--- src/rtl/bs_pkg.sv ---
// Shared definitions for the barrel-shifter output path: word width,
// serializer state encoding and a constant-foldable clog2.
package bs_pkg;

    localparam int BS_WIDTH = 8;

    typedef enum logic {
        IDLE  = 1'b0,
        SHIFT = 1'b1
    } state_e;

    function automatic int clog2(input int n);
        int r;
        r = 0;
        while ((1 << r) < n) begin
            r = r + 1;
        end
        return r;
    endfunction

endpackage

--- src/rtl/bs_byte_fifo.sv ---
// Small synchronous first-word-fall-through FIFO holding shifted words
// until the serializer is ready to take them.
module bs_byte_fifo
    import bs_pkg::*;
#(
    parameter int WIDTH = BS_WIDTH,
    parameter int DEPTH = 2
) (
    input  logic                      clk,
    input  logic                      rst,
    input  logic                      push,
    input  logic [WIDTH-1:0]          push_data,
    input  logic                      pop,
    output logic [WIDTH-1:0]          pop_data,
    output logic                      full,
    output logic                      empty,
    output logic [clog2(DEPTH):0]     count
);

    localparam int PW = clog2(DEPTH);
    localparam int CW = PW + 1;

    logic [WIDTH-1:0] mem_q [DEPTH];
    logic [PW-1:0]    wr_ptr_q, wr_ptr_d;
    logic [PW-1:0]    rd_ptr_q, rd_ptr_d;
    logic [CW-1:0]    count_q, count_d;
    logic             push_ok;
    logic             pop_ok;

    assign full     = (count_q == CW'(DEPTH));
    assign empty    = (count_q == '0);
    assign count    = count_q;
    assign pop_data = mem_q[rd_ptr_q];

    // Guard against overflow/underflow so callers cannot corrupt the count.
    assign push_ok = push && !full;
    assign pop_ok  = pop && !empty;

    always_comb begin
        wr_ptr_d = wr_ptr_q;
        rd_ptr_d = rd_ptr_q;
        count_d  = count_q;
        if (push_ok) begin
            wr_ptr_d = wr_ptr_q + PW'(1);
        end
        if (pop_ok) begin
            rd_ptr_d = rd_ptr_q + PW'(1);
        end
        if (push_ok && !pop_ok) begin
            count_d = count_q + CW'(1);
        end else if (pop_ok && !push_ok) begin
            count_d = count_q - CW'(1);
        end
    end

    always_ff @(posedge clk) begin
        if (rst) begin
            wr_ptr_q <= '0;
            rd_ptr_q <= '0;
            count_q  <= '0;
        end else begin
            wr_ptr_q <= wr_ptr_d;
            rd_ptr_q <= rd_ptr_d;
            count_q  <= count_d;
        end
    end

    always_ff @(posedge clk) begin
        if (push_ok) begin
            mem_q[wr_ptr_q] <= push_data;
        end
    end

endmodule

--- src/rtl/bs_out_serializer.sv ---
// Buffers barrel-shifter output words and emits them as a bit-serial
// stream with per-bit handshake and a last-bit marker.
module bs_out_serializer
    import bs_pkg::*;
#(
    parameter int WIDTH     = BS_WIDTH,
    parameter int DEPTH     = 2,
    parameter bit MSB_FIRST = 1'b1
) (
    input  logic             clk,
    input  logic             rst,
    input  logic [WIDTH-1:0] in_data,
    input  logic             in_valid,
    output logic             in_ready,
    output logic             ser_data,
    output logic             ser_valid,
    input  logic             ser_ready,
    output logic             ser_last,
    output logic             busy
);

    localparam int CNT_W = (clog2(WIDTH) > 0) ? clog2(WIDTH) : 1;
    localparam int FCW   = clog2(DEPTH) + 1;

    state_e           state_q, state_d;
    logic [WIDTH-1:0] sr_q, sr_d;
    logic [CNT_W-1:0] cnt_q, cnt_d;

    logic             fifo_push;
    logic             fifo_pop;
    logic [WIDTH-1:0] fifo_data;
    logic             fifo_full;
    logic             fifo_empty;
    logic [FCW-1:0]   fifo_count;
    logic [WIDTH-1:0] sr_shifted;
    logic             on_last;

    assign in_ready  = !fifo_full;
    assign fifo_push = in_valid && in_ready;
    assign busy      = (state_q == SHIFT) || (fifo_count != '0);

    bs_byte_fifo #(
        .WIDTH (WIDTH),
        .DEPTH (DEPTH)
    ) u_fifo (
        .clk       (clk),
        .rst       (rst),
        .push      (fifo_push),
        .push_data (in_data),
        .pop       (fifo_pop),
        .pop_data  (fifo_data),
        .full      (fifo_full),
        .empty     (fifo_empty),
        .count     (fifo_count)
    );

    assign sr_shifted = MSB_FIRST ? {sr_q[WIDTH-2:0], 1'b0} : {1'b0, sr_q[WIDTH-1:1]};
    assign on_last    = (cnt_q == CNT_W'(WIDTH - 1));

    always_comb begin
        state_d   = state_q;
        sr_d      = sr_q;
        cnt_d     = cnt_q;
        fifo_pop  = 1'b0;
        ser_valid = 1'b0;
        ser_data  = 1'b0;
        ser_last  = 1'b0;
        case (state_q)
            IDLE: begin
                if (!fifo_empty) begin
                    fifo_pop = 1'b1;
                    sr_d     = fifo_data;
                    cnt_d    = '0;
                    state_d  = SHIFT;
                end
            end
            SHIFT: begin
                ser_valid = 1'b1;
                ser_data  = MSB_FIRST ? sr_q[WIDTH-1] : sr_q[0];
                ser_last  = on_last;
                if (ser_ready) begin
                    if (!on_last) begin
                        sr_d  = sr_shifted;
                        cnt_d = cnt_q + CNT_W'(1);
                    end else if (!fifo_empty) begin
                        // Chain straight into the next queued word: no idle bubble.
                        fifo_pop = 1'b1;
                        sr_d     = fifo_data;
                        cnt_d    = '0;
                    end else begin
                        sr_d    = sr_shifted;
                        cnt_d   = '0;
                        state_d = IDLE;
                    end
                end
            end
            default: state_d = IDLE;
        endcase
    end

    always_ff @(posedge clk) begin
        if (rst) begin
            state_q <= IDLE;
            sr_q    <= '0;
            cnt_q   <= '0;
        end else begin
            state_q <= state_d;
            sr_q    <= sr_d;
            cnt_q   <= cnt_d;
        end
    end

endmodule

--- config.mk ---
export PLATFORM = sky130hd
export DESIGN_NAME = bs_out_serializer
export DESIGN_NICKNAME = d
export VERILOG_FILES = /design/src/rtl/bs_pkg.sv /design/src/rtl/bs_byte_fifo.sv /design/src/rtl/bs_out_serializer.sv
export SDC_FILE = /design/constraint.sdc
export NUM_CORES = 1
export LEC_CHECK = 0
export CAP_MARGIN = 25
export CORE_MARGIN = 10
export CORE_UTILIZATION = 48
export DETAILED_ROUTE_END_ITERATION = 7
export PLACE_DENSITY = 0.75
export SYNTH_ARGS = -nofsm -noshare
export SYNTH_HDL_FRONTEND = slang
export SYNTH_SLANG_ARGS = --single-unit
--- constraint.sdc ---
create_clock -name clk -period 1.8 [get_ports clk]
set_input_delay 0.27 -clock clk [delete_from_list [all_inputs] [get_ports clk]]
set_output_delay 0.27 -clock clk [all_outputs]
set_load 0.01 [all_outputs]
==> results.json <==
{
  "netlist_area_um2": 1410,
  "fin_skew_ns": 0.00570,
  "layout-drive-gt1-share_pct": 23.7,
  "powerDensity_nw_per_um2": 1420,
  "syn_to_final_growth_pct": 27.9,
  "met3_length_um": 138,
  "io_buffers": 16,
  "ys_types": 31,
  "layout_setup_ws_ns": 0.0169,
  "rsz0062_at_grt": "true",
  "timing.slew.headroom_pct": 65.9,
  "synth_flop_cell": "dfxtp_1",
  "status": "completed",
  "grt_pass1_wl_mm": 4.71,
  "wirelength_met1_mm": 1.19,
  "synth_commonest_cells": "dfxtp_1 (17), edfxtp_1 (16), o21ai_0 (12)",
  "die_w_um": 74.2,
  "crit_top_cell": "ha_4",
  "synth_edf_count": 16,
  "synth_top_area_share_pct": 34.1,
  "worstSetupPathType": "flop to flop",
  "crit_fanout": 4,
  "cp_top_family": "simple AND/OR/NAND/NOR gates",
  "drtIter0Drc": 40,
  "cts_sinks": 33,
  "pre_cts_slack_ns": -0.147,
  "min_path_type": "flop to flop",
  "critical_path_buf_inv_count": 0,
  "ys_seq_elements": 33,
  "synth_nets": 139,
  "slowest_stage": "dfxtp_2",
  "cp.required_ns": 2.05,
  "root_buffer": "clkbuf_4",
  "grt-ovfl-total": 0,
  "setup_viol": 0,
  "viasPerCell": 5.67,
  "core_area_um2": 2780,
  "cp_data_arrival_time_ns": 2.03,
  "cts.path.max_buffers": 2,
  "cts_buffers": 5,
  "synthMostInstantiatedCell": "dfxtp_1",
  "drc_errors": 0,
  "vdd_drop_max_mv": 0.934,
  "hpwl_mm": 1.97,
  "endpoint_kind": "flop",
  "setup_tns_ns": 0,
  "fillerInstances": 224,
  "maxUsedRoutingLayer": "met4",
  "die_y_um": 74.2,
  "ant_nets": 0,
  "grt_usage_pct": 10.8,
  "finalPower_w": 0.00255,
  "vias": 1037,
  "antenna_found_initial": 0,
  "fin_util_pct": 64.8,
  "synth_area_leaders": "edfxtp_1 (34%), dfxtp_1 (24%), a221oi_1 (4.4%)",
  "rows": 19,
  "pin_count": 17,
  "p_leak_nw": 0.654,
  "yosysTopAreaCell": "edfxtp_1",
  "tightest_slew_ns": 0.511,
  "wl_met2_mm": 1.54,
  "synth.yosys.seq_area_share_pct": 58.3,
  "cts_hold_buf": 0,
  "cp_cell_sequence": "ha_4 > ha_4 > a21boi_4 > or2_4 > ha_4 > xor2_2 > or3_1 > a21oi_1",
  "critical-path-max-stage-delay_ns": 0.37,
  "routedWlPerCell_um": 15.8,
  "htree_num_levels": 2,
  "maxCapViolCount": 0,
  "final.period_utilization_pct": 99.1,
  "hold_viol_final": 0,
  "cts_tree": "yes",
  "hold_ws_ns": 0.508,
  "fin_nets": 166,
  "min_period_ns": 1.78,
  "grt_pass1_vias": 1105,
  "avgSynthCellArea_um2": 11.4,
  "clk_latency_ns": 0.31,
  "start_util_pct": 50.7,
  "drtPass1Iterations": 4,
  "drt_wl_total_mm": 2.88,
  "synth_cells": 124,
  "diodes": 0,
  "synthArstFlopShare_pct": 0,
  "routabilityCongestion": 0.826,
  "path_clk_slew_ns": 0.10,
  "dieArea_um2": 5500,
  "grt_max_degree": 19,
  "drv_slew": 0,
  "yosys_warnings": 0,
  "timing.fmax_mhz": 561,
  "crit_path_start_kind": "flop"
}
-- flip-flops by register name, summed over array words and instances (netlist names), named ones only --
| register | flops |
|---|---|
| u_fifo.wr_ptr_q | 1 |
| u_fifo.count | 2 |
| state_q | 1 |
| u_fifo.rd_ptr_q | 1 |
| cnt_q | 3 |
| sr_q | 8 |
| u_fifo.mem_q | 16 |
-- placed cells by master, fill, tap and decap left out --
cell	n
o21ai_1	1
or3_1	3
mux2i_1	1
and3_1	1
nand3b_1	1
and2b_1	1
buf_2	1
o21ai_2	1
nor3_1	1
edfxtp_1	16
o21a_1	1
nor3b_1	7
buf_4	13
xor2_1	1
dfxtp_4	2
clkbuf_4	5
or2_4	1
nor2b_1	8
nand3_1	3
a21boi_4	1
nor3_4	1
o31ai_1	1
a21bo_2	1
a221oi_1	7
o32ai_1	7
dlygate4sd2_1	1
ha_4	3
dfxtp_1	12
clkdlybuf4s50_1	13
and2_1	3
nor2_1	4
a21oi_1	7
clkinv_2	2
or2b_1	1
dfxtp_2	3
inv_1	2
clkinvlp_4	1
o21ai_0	12
xor2_2	1
dlymetal6s2s_1	1
-- worst paths after layout --
kind            start               to  slack, ns  cells after the start
max          cnt_q[0]  u_fifo.count[1]       0.02                      8
min           sr_q[3]          sr_q[3]       0.51                      2
max reg2reg  cnt_q[0]  u_fifo.count[1]       0.02                      8
min reg2reg   sr_q[3]          sr_q[3]       0.51                      2
-- power breakdown --
part           switching [W]  leakage (nW)  internal [W]
logic               0.000469         0.331      0.000537
registers           0.000168         0.292      0.000996
clock network       0.000237        0.0310      0.000147
-- cell families after synthesis --
family                     share of synthesized area [%]
AOI/OAI and AO/OA                                   18.5
DFF                                                 58.3
muxes                                              0.711
and+or+nand+nor                                     15.3
xor gates and xnor gates                            1.24
buffers and inverters                               3.38
adders and majority gates                           2.66
-- metal layers --
metal	up-vias	global-route usage (%)
li1	522	-
met1	498	11.2
met2	15	19.5
met3	2	3.72
met4	0	4.35
met5	-	0
-- stage by stage --
stage          cells  cell area, µm²
2_1_floorplan    124            1430
3_3_place_gp     174            1680
3_5_place_dp     174            1680
4_1_cts          182            1740
5_1_grt          183            1800
6_report         183            1800
-- repair_timing --
item                                    in CTS  in global routing
buffers inserted                             0                  1
endpoints found under the setup margin       5                  8
gates resized for setup                     12                 10
pin swaps                                    0                  1
-- area by class of cell --
cell class / count / area [µm²] / share of cell area, %
clock buffer: 5 / 37.5 / 2.08
sequential: 33 / 832 / 46.2
tap: 31 / 38.8 / 2.15
clock inverter: 3 / 17.5 / 0.972
inverter: 2 / 7.51 / 0.417
multi-input combinational: 80 / 614 / 34.1
timing repair buffer: 29 / 254 / 14.1
-- worst min-delay path, stage by stage (launching register included) --
cell	delay, ns
dfxtp_1	0.32
o21ai_0	0.07
o32ai_1	0.08
Note: power is estimated with default switching activity, not from simulation.
